### src/rtl/uart_rx_fifo.sv
// uart_rx_fifo
//   Receive-side byte buffer sitting directly behind the UART receiver.
//   Single-cycle byte strobes from the receiver are captured into a circular
//   FIFO and handed to the consumer through a first-word-fall-through
//   valid/ready interface. RTS is driven with hysteresis so the remote
//   transmitter pauses before the buffer fills, and a sticky flag records
//   any byte dropped because the FIFO was full.
//
// Ports
//   clk            in   system clock, rising edge
//   reset          in   asynchronous active-low reset
//   wr_data[7:0]   in   received byte
//   wr_valid       in   one-cycle strobe, wr_data is present
//   rd_data[7:0]   out  byte at FIFO head, meaningful while rd_valid=1
//   rd_valid       out  FIFO non-empty
//   rd_ready       in   consumer takes the head byte this cycle
//   rts            out  active-low request-to-send (1 = stop sending)
//   count          out  occupancy 0..DEPTH
//   overflow       out  sticky, a byte was dropped while full
//   clear_overflow in   one-cycle pulse clearing overflow
module uart_rx_fifo #(
  parameter int DEPTH          = 16,
  parameter int ADDR_W         = 4,
  parameter int RTS_HIGH_WATER = 12,
  parameter int RTS_LOW_WATER  = 4
) (
  input  logic              clk,
  input  logic              reset,
  input  logic [7:0]        wr_data,
  input  logic              wr_valid,
  output logic [7:0]        rd_data,
  output logic              rd_valid,
  input  logic              rd_ready,
  output logic              rts,
  output logic [ADDR_W:0]   count,
  output logic              overflow,
  input  logic              clear_overflow
);

  localparam logic [ADDR_W:0] ONE_C  = {{ADDR_W{1'b0}}, 1'b1};
  localparam logic [ADDR_W:0] HIGH_C = RTS_HIGH_WATER[ADDR_W:0];
  localparam logic [ADDR_W:0] LOW_C  = RTS_LOW_WATER[ADDR_W:0];

  logic [7:0]      mem_r [DEPTH];
  logic [ADDR_W:0] wr_ptr_r;
  logic [ADDR_W:0] rd_ptr_r;
  logic [ADDR_W:0] count_r;
  logic            overflow_r;
  logic            rts_r;

  logic            empty_s;
  logic            full_s;
  logic            rd_en_s;
  logic            wr_en_s;
  logic            drop_s;

  // The extra pointer MSB is a wrap bit: equal pointers mean empty, pointers
  // differing only in the wrap bit mean full.
  assign empty_s = (wr_ptr_r == rd_ptr_r);
  assign full_s  = (wr_ptr_r[ADDR_W] != rd_ptr_r[ADDR_W]) &&
                   (wr_ptr_r[ADDR_W-1:0] == rd_ptr_r[ADDR_W-1:0]);

  // A read while full frees the slot the write needs, so both proceed.
  assign rd_en_s = !empty_s && rd_ready;
  assign wr_en_s = wr_valid && (!full_s || rd_en_s);
  assign drop_s  = wr_valid && full_s && !rd_en_s;

  // Head byte falls through straight from storage; no path from wr_valid.
  assign rd_data  = mem_r[rd_ptr_r[ADDR_W-1:0]];
  assign rd_valid = !empty_s;
  assign count    = count_r;
  assign overflow = overflow_r;
  assign rts      = rts_r;

  // Byte storage, intentionally not cleared by reset.
  always_ff @(posedge clk) begin
    if (wr_en_s) begin
      mem_r[wr_ptr_r[ADDR_W-1:0]] <= wr_data;
    end
  end

  // Write and read pointers; the index wraps naturally modulo DEPTH.
  always_ff @(posedge clk or negedge reset) begin
    if (!reset) begin
      wr_ptr_r <= {(ADDR_W+1){1'b0}};
      rd_ptr_r <= {(ADDR_W+1){1'b0}};
    end else begin
      if (wr_en_s) begin
        wr_ptr_r <= wr_ptr_r + ONE_C;
      end
      if (rd_en_s) begin
        rd_ptr_r <= rd_ptr_r + ONE_C;
      end
    end
  end

  // Registered occupancy count.
  always_ff @(posedge clk or negedge reset) begin
    if (!reset) begin
      count_r <= {(ADDR_W+1){1'b0}};
    end else begin
      case ({wr_en_s, rd_en_s})
        2'b10:   count_r <= count_r + ONE_C;
        2'b01:   count_r <= count_r - ONE_C;
        default: count_r <= count_r;
      endcase
    end
  end

  // Sticky overflow; a drop on the same edge as a clear wins.
  always_ff @(posedge clk or negedge reset) begin
    if (!reset) begin
      overflow_r <= 1'b0;
    end else if (drop_s) begin
      overflow_r <= 1'b1;
    end else if (clear_overflow) begin
      overflow_r <= 1'b0;
    end else begin
      overflow_r <= overflow_r;
    end
  end

  // RTS hysteresis from the registered count; holds between the watermarks.
  always_ff @(posedge clk or negedge reset) begin
    if (!reset) begin
      rts_r <= 1'b0;
    end else if (!rts_r && (count_r >= HIGH_C)) begin
      rts_r <= 1'b1;
    end else if (rts_r && (count_r <= LOW_C)) begin
      rts_r <= 1'b0;
    end else begin
      rts_r <= rts_r;
    end
  end

endmodule

### config.mk
export PLATFORM = sky130hd
export DESIGN_NAME = uart_rx_fifo
export DESIGN_NICKNAME = d
export VERILOG_FILES = /design/src/rtl/uart_rx_fifo.sv
export SDC_FILE = /design/constraint.sdc
export NUM_CORES = 1
export LEC_CHECK = 0
export CAP_MARGIN = 15
export CORE_MARGIN = 1
export CORE_UTILIZATION = 59
export DETAILED_ROUTE_END_ITERATION = 6
export HOLD_SLACK_MARGIN = 0.03
export PLACE_DENSITY_LB_ADDON = 0.15
export SYNTH_ARGS = -nofsm -noshare
export SYNTH_HDL_FRONTEND = slang
export SYNTH_SLANG_ARGS = --single-unit
### constraint.sdc
create_clock -name clk -period 3.2 [get_ports clk]
set_input_delay 0.96 -clock clk [delete_from_list [all_inputs] [get_ports clk]]
set_output_delay 0.96 -clock clk [all_outputs]
set_load 0.02 [all_outputs]
==> results_dict.tcl, run 1 <==
set metrics [dict create \
    synthFlopType "edfxtp_1" \
    r2r-end "count[4]" \
    drt_first_pass_iters 4 \
    crit_end "rd_data[7]" \
    cap_viol_max_count 0 \
    syn_to_final_growth_pct 22.7 \
    hold_buffers 0 \
    synth_nets 335 \
    crit_path_cell_trace "buf_12 > buf_8 > mux4_2 > nor2b_4 > a211oi_2 > a21oi_1 > buf_4" \
    grt_pass1_vias 3208 \
    synthesis.area_sq_um 5910 \
    powerDensity_nw_per_um2 966 \
    end_kind "output port" \
    antenna_found_initial 0 \
    synth-seq-area-share_pct 72.2 \
    syn_avg_cell_area_sq_um 18.7 \
    dieArea_sq_um 10400 \
    cts_buffers 17 \
    cts_root_buf "clkbuf_8" \
    drtIter0Drc 190 \
    synthCells 316 \
    vias 3069 \
    rr_worst_depth 11 \
    rr_startpoint "rd_ptr_r[0]" \
    grt_max_degree 37 \
    h-tree-depth 4 \
    critical_path_required_ns 2.24 \
    crit_cells 7 \
    status "finished, violations left" \
    fmax_mhz 305 \
    holdCritPathClass "flip-flop to flip-flop" \
    setup_viol 5 \
    failed_checks "negative setup slack" \
    synth_area_leaders "edfxtp_1 (65%), mux4_2 (12%), dfrtp_1 (7.2%), xnor2_1 (1.9%), mux2i_1 (1.7%)" \
    fin_crit_sh_pct 102 \
    skew_ns 0.0121 \
    drcViolationCount 0 \
    rrSetupSlack_ns 0.48 \
    critPathBufInv 3 \
    worstSetupPathType "flip-flop to output port" \
    clock_sinks 145 \
    die_h_um 102 \
    cts_tree "built" \
    min_period_ns 3.28 \
    finalNonFillerCells 528 \
    cp.arrival_ns 2.32 \
    dp_hpwl_mm 7.07 \
    grt_pass1_wl_mm 17.4 \
    hold_violations 0 \
    yosysTopAreaCellShare_pct 65.0 \
    whs_ns 0.494 \
    gp_congestion 0.755 \
    p_leak_nw 2.49 \
    worst_slew_pin_slew_ns 0.816 \
    overflow 0 \
    portBuffers 28 \
    n_antenna_cell 0 \
    die_w_um 102 \
    start_util_pct 60.8 \
    relSlewSlack_pct 45.5 \
    core-area_sq_um 9730 \
    track_usage_pct 24.6 \
    postRouteWirelength_mm 11.7 \
    vdd_drop_max_v 0.000553 \
    synth_cell_types 37 \
    fin_ws_ns -0.0757 \
    via_per_inst 5.81 \
    rsz0062_at_grt "yes" \
    synth.yosys.warnings 0 \
    holdPathStages 1 \
    insertion_delay_ns 0.53 \
    avgRoutedWirePerCell_um 22.1 \
    synth_edf_count 128 \
    ant_nets 0 \
    setup.worst_path.start "rd_ptr_r[0]" \
    synth_area_leader_cell "edfxtp_1" \
    drive_above_1_share_pct 31.9 \
    worst_path_max_delay_cell "mux4_2" \
    startpoint_type "flip-flop" \
    dp.cells 490 \
    cts_buffer_depth 2 \
    crit_family "multiplexers" \
    nets 402 \
    io-pin-count 29 \
    drv_slew 0 \
    layout_commonest_cell "edfxtp_1" \
    clk_pin_slew_ns 0.06 \
    final_cell_mix "edfxtp_1 (128), buf_4 (33), mux4_2 (32)" \
    synth_seq_cells 145 \
    crit_fanout 5 \
    max_stage_delay_ns 0.50 \
    fp-row-count 36 \
    async_flop_share_pct 11.7 \
]
[synth_stat cells, types with 2 or more instances]
library cell,count
nand4_1,4
nor2_1,14
mux2i_1,10
inv_1,5
edfxtp_1,128
mux4_2,32
a211oi_1,9
buf_2,6
buf_4,2
o21ai_0,3
ha_1,6
a21oi_1,11
nor2b_1,8
nand2b_1,3
nand2_1,11
mux2_2,2
xor2_1,5
dfrtp_1,17
clkbuf_1,7
nor3_1,4
xnor2_1,13
[report_power, final]
part / total (mW) / switching [mW] / leakage (nW) / internal [mW]
clock: 1.88 / 0.765 / 0.271 / 1.12
sequential: 2.54 / 0.199 / 1.36 / 2.34
combinational: 2.59 / 1.31 / 0.863 / 1.28
total: 7.01 / 2.27 / 2.49 / 4.74
[area by class of cell]
class / instances / area [sq um]
Tap cell: 133 / 166
Fill cell: 571 / 2470
Timing Repair Buffer: 64 / 594
Multi-Input combinational cell: 150 / 1640
Clock buffer: 17 / 414
Inverter: 5 / 18.8
Clock inverter: 14 / 155
Sequential cell: 145 / 4270
[layer usage]
metal / vias up / track usage [%] / share of wire, %
li1: 1393 / - / -
met1: 1554 / 32.3 / 42
met3: 13 / 6.29 / 6.7
met2: 109 / 39.1 / 50
met4: 0 / 11.8 / 1.4
met5: - / 0 / 0
[per-stage QoR]
step	setup TNS [ns]	total power, mW	utilization (%)	setup slack (ns)	cell area [sq um]
3_5_place_dp	-0.0500	4.97	67.4	-0.0500	6550
4_1_cts	-0.245	6.90	73.6	-0.131	7160
3_3_place_gp	-0.00102	4.91	67.4	-0.00102	6550
5_1_grt	-0.670	7.31	74.6	-0.153	7260
6_report	-0.222	7.01	74.6	-0.0757	7260
2_1_floorplan	0	4.10	-	0.319	5910
[logic make-up after synthesis]
group                      count (synthesis)  share of synthesized area (%)
AOI/OAI and AO/OA                         33                           3.72
xor gates and xnor gates                  18                           2.67
adders and majority gates                  6                           1.27
buffers and inverters                     21                           1.59
DFF                                      145                           72.2
muxes                                     44                           14.3
and+or+nand+nor                           49                           4.30
[worst reg2reg max path, delay by kind of cell, from the launching register on]
family	cells	cell delay [ns]
buffers and inverters	2	0.43
DFF	1	0.44
and+or+nand+nor	3	0.68
adders and majority gates	1	0.23
AOI/OAI and AO/OA	2	0.42
xor gates and xnor gates	3	0.42
[worst min-delay path by stage]
stage                     start          end  slack [ns]
floorplan           rd_ptr_r[4]  rd_ptr_r[4]        0.47
global placement       count[4]     count[4]        0.48
detailed placement  wr_ptr_r[4]  wr_ptr_r[4]        0.49
CTS                 wr_ptr_r[4]  wr_ptr_r[4]        0.50
global route        rd_ptr_r[4]  rd_ptr_r[4]        0.52
finish              wr_ptr_r[4]  wr_ptr_r[4]        0.49
[registers in the layout (all words and copies together), names as in the netlist]
| register | flops |
|---|---|
| wr_ptr_r | 5 |
| count | 5 |
| rts | 1 |
| mem_r | 128 |
| rd_ptr_r | 5 |
| overflow | 1 |
[repair_timing]
action | 4_1_cts | 5_1_grt
pin swaps | 8 | 7
resized for setup | 47 | 16
cloned | 0 | 0
buffers inserted | 2 | 5
endpoints found under the setup margin | 9 | 7
No activity file was read; power rests on OpenSTA's default activity.
==> run 2: changes to the inputs <==
- ABC_AREA: unset -> 1
- CORE_UTILIZATION: 59 -> 60
- PLACE_DENSITY: unset -> 0.79
- PLACE_DENSITY_LB_ADDON: 0.15 -> unset
==> run 2 against run 1 <==
Compared with the run above: the run now ends clean; design area is 0.88% lower; non-clock buffer count is 7 lower; sequential power hardly changed; register-to-register slack better by 0.44 ns; routed wire length is 19% higher; synthesized cell count is 56% higher; critical path depth stayed put; sequential share of layout area is 0.54 points higher; via count is 35% higher; count of clock-buffer cells in the layout is 1 higher; die area is 0.24% higher; combinational power is 2% higher; largest cell class unchanged; highest routed layer unchanged.
==> results_dict.tcl, run 2 <==
set metrics [dict create \
    postRouteWirelength_mm 13.8 \
    track_usage_pct 29.5 \
    final_cell_mix "edfxtp_1 (128), nor2_1 (83), o21ai_0 (64)" \
    synthFlopType "edfxtp_1" \
    n_antenna_cell 0 \
    gp_congestion 0.858 \
    gr-usage-met1_pct 37.5 \
    busiest_layer "met2" \
    holdCritPathClass "flip-flop to flip-flop" \
    setup.worst_path.start "rd_ptr_r[0]" \
    syn_to_final_growth_pct 19.3 \
    cts_tree "built" \
    cts_root_buf "clkbuf_8" \
    rr_startpoint "rd_ptr_r[0]" \
    antenna_found_initial 0 \
    end_kind "output port" \
    synth.yosys.warnings 0 \
    grt.met2_usage_pct 45.9 \
    drt_first_pass_iters 5 \
    die_h_um 102 \
    critPathBufInv 3 \
    h-tree-depth 4 \
    crit_fanout 30 \
    relSlewSlack_pct 45.1 \
    overflow 0 \
    insertion_delay_ns 0.54 \
    grt_pass1_vias 3956 \
    avgRoutedWirePerCell_um 20.0 \
    powerDensity_nw_per_um2 974 \
    io-pin-count 29 \
    fillCellCount 618 \
    synthesis.area_sq_um 6030 \
    ant_nets 0 \
    hold_violations 0 \
    dp_hpwl_mm 8.52 \
    drive_above_1_share_pct 15.9 \
    holdCritStartpoint "wr_ptr_r[4]" \
    rsz0062_at_grt "yes" \
    synth_area_leaders "edfxtp_1 (64%), dfrtp_1 (7.1%), o21ai_0 (5.7%), nor2_1 (5.2%), nand2_1 (3.3%)" \
    drcViolationCount 0 \
    setup_viol 0 \
    worst_slew_pin_slew_ns 0.822 \
    via_per_inst 5.99 \
    worstSetupPathType "flip-flop to output port" \
    dieArea_sq_um 10500 \
    cts_buffers 17 \
    p_total_mw 7.01 \
    grt.met3_usage_pct 7.46 \
    cts_buffer_depth 2 \
    synth.most_common_cell "edfxtp_1" \
    die_w_um 102 \
    layout_commonest_cell "edfxtp_1" \
    skew_ns 0.00773 \
    synth_area_leader_cell "edfxtp_1" \
    cp.arrival_ns 2.22 \
    pre_cts_ws_ns 0.283 \
    synthCells 493 \
    fin_util_pct 73.6 \
    grt_max_degree 37 \
    synth-seq-area-share_pct 70.8 \
    syn_avg_cell_area_sq_um 12.2 \
    finalNonFillerCells 693 \
    clk_pin_slew_ns 0.06 \
    largest_reg_flops 128 \
    drv_slew 0 \
    worst_path_max_delay_cell "dfrtp_2" \
    grt_pass1_wl_mm 21.3 \
    crit_family "buffers and inverters" \
    fin_crit_sh_pct 99.4 \
    min_period_ns 3.18 \
    fp-row-count 36 \
    dp.cells 659 \
    core-area_sq_um 9770 \
    start_util_pct 61.7 \
    cap_viol_max_count 0 \
    synth_edf_count 128 \
    clock_sinks 145 \
    synth_cell_types 23 \
    vias 4151 \
    synth_seq_cells 145 \
    startpoint_type "flip-flop" \
    critical_path_required_ns 2.24 \
    vdd_drop_max_v 0.000602 \
    status "complete, no violations" \
    fin_ws_ns 0.0195 \
    nets 566 \
    portBuffers 28 \
    synth_nets 512 \
    p_leak_nw 2.58 \
    drtIter0Drc 328 \
    yosysTopAreaCellShare_pct 63.8 \
    max_stage_delay_ns 0.43 \
    synth_common_cells "edfxtp_1 (128), nor2_1 (83), o21ai_0 (69), nand2_1 (53), clkbuf_1 (22)" \
    fmax_mhz 314 \
    async_flop_share_pct 11.7 \
    crit_path_cell_trace "clkinvlp_4 > buf_12 > nor2_1 > o22ai_1 > o211ai_1 > nand3_1 > buf_2" \
]
-- run 2: cell types whose count changed in the layout (fill, tap and decap cells not counted), sizes merged, moves of 15 or more --
cell / change
nand3: +22
nor2: +75
nand2: +49
o221ai: +15
o21ai: +69
o22ai: +17
mux4: -32
-- run 2: cell families after synthesis --
logic type      share of synthesized area (%)
compound gates                           10.3
fa+ha+maj                                1.25
simple gates                             13.1
flops                                    70.8
buf+inv                                  2.80
xor+xnor                                 1.74
-- run 2: metal layers --
layer,vias to the layer above,share of wire [%]
li1,1895,-
met1,2001,38
met2,216,48
met3,39,9.2
met4,0,4.0
met5,-,0
-- run 2: metrics by stage --
step | area, sq um | setup TNS [ns] | hold WS [ns]
final | 7190 | 0 | 0.490
after global routing | 7190 | -0.0243 | 0.514
after CTS | 7210 | -0.0344 | 0.494
after detailed placement | 6630 | 0 | 0.482
after global placement | 6630 | 0 | 0.478
after floorplan | 6030 | 0 | 0.462
-- run 2: timing repair --
item | in CTS | in global routing
pin swaps | 2 | 2
hold buffers | 0 | 0
buffers inserted | 2 | 0
endpoints found under the setup margin | 9 | 8
hold endpoints to repair | 0 | 0
gates resized for setup | 17 | 20
-- run 2: worst register-to-register path, cell delays in order (launching register included) --
cell and delay, ns:
dfrtp_2 0.45, clkinvlp_4 0.12, buf_12 0.18, nand2_1 0.10, nand2_1 0.12, nor2_4 0.05
nand3_1 0.11, nand2_2 0.11, inv_2 0.13, nand2_2 0.12, nor2_2 0.42
-- run 2: power breakdown --
group	internal, mW	switching [mW]	total, mW
Clock	1.10	0.744	1.85
Sequential	2.34	0.194	2.53
Combinational	0.912	1.72	2.63
-- run 2: cell type report --
class,instances,area (sq um),share of cell area [%]
clock buffer,18,418,5.81
sequential,145,4270,59.4
inverter,23,93.8,1.30
multi-input combinational,303,1600,22.2
tap,133,166,2.31
clock inverter,14,135,1.88
timing repair buffer,57,510,7.10
-- run 2: worst paths after layout --
kind	endpoint	slack [ns]	cells past startpoint
setup / recovery	rd_data[1]	0.02	7
hold / removal	wr_ptr_r[4]	0.49	1
setup reg to reg	mem_r[15][7]	0.92	10
hold reg to reg	wr_ptr_r[4]	0.49	1
max in group asynchronous	rd_ptr_r[0]	1.75	1
min in group asynchronous	count[4]	0.89	1
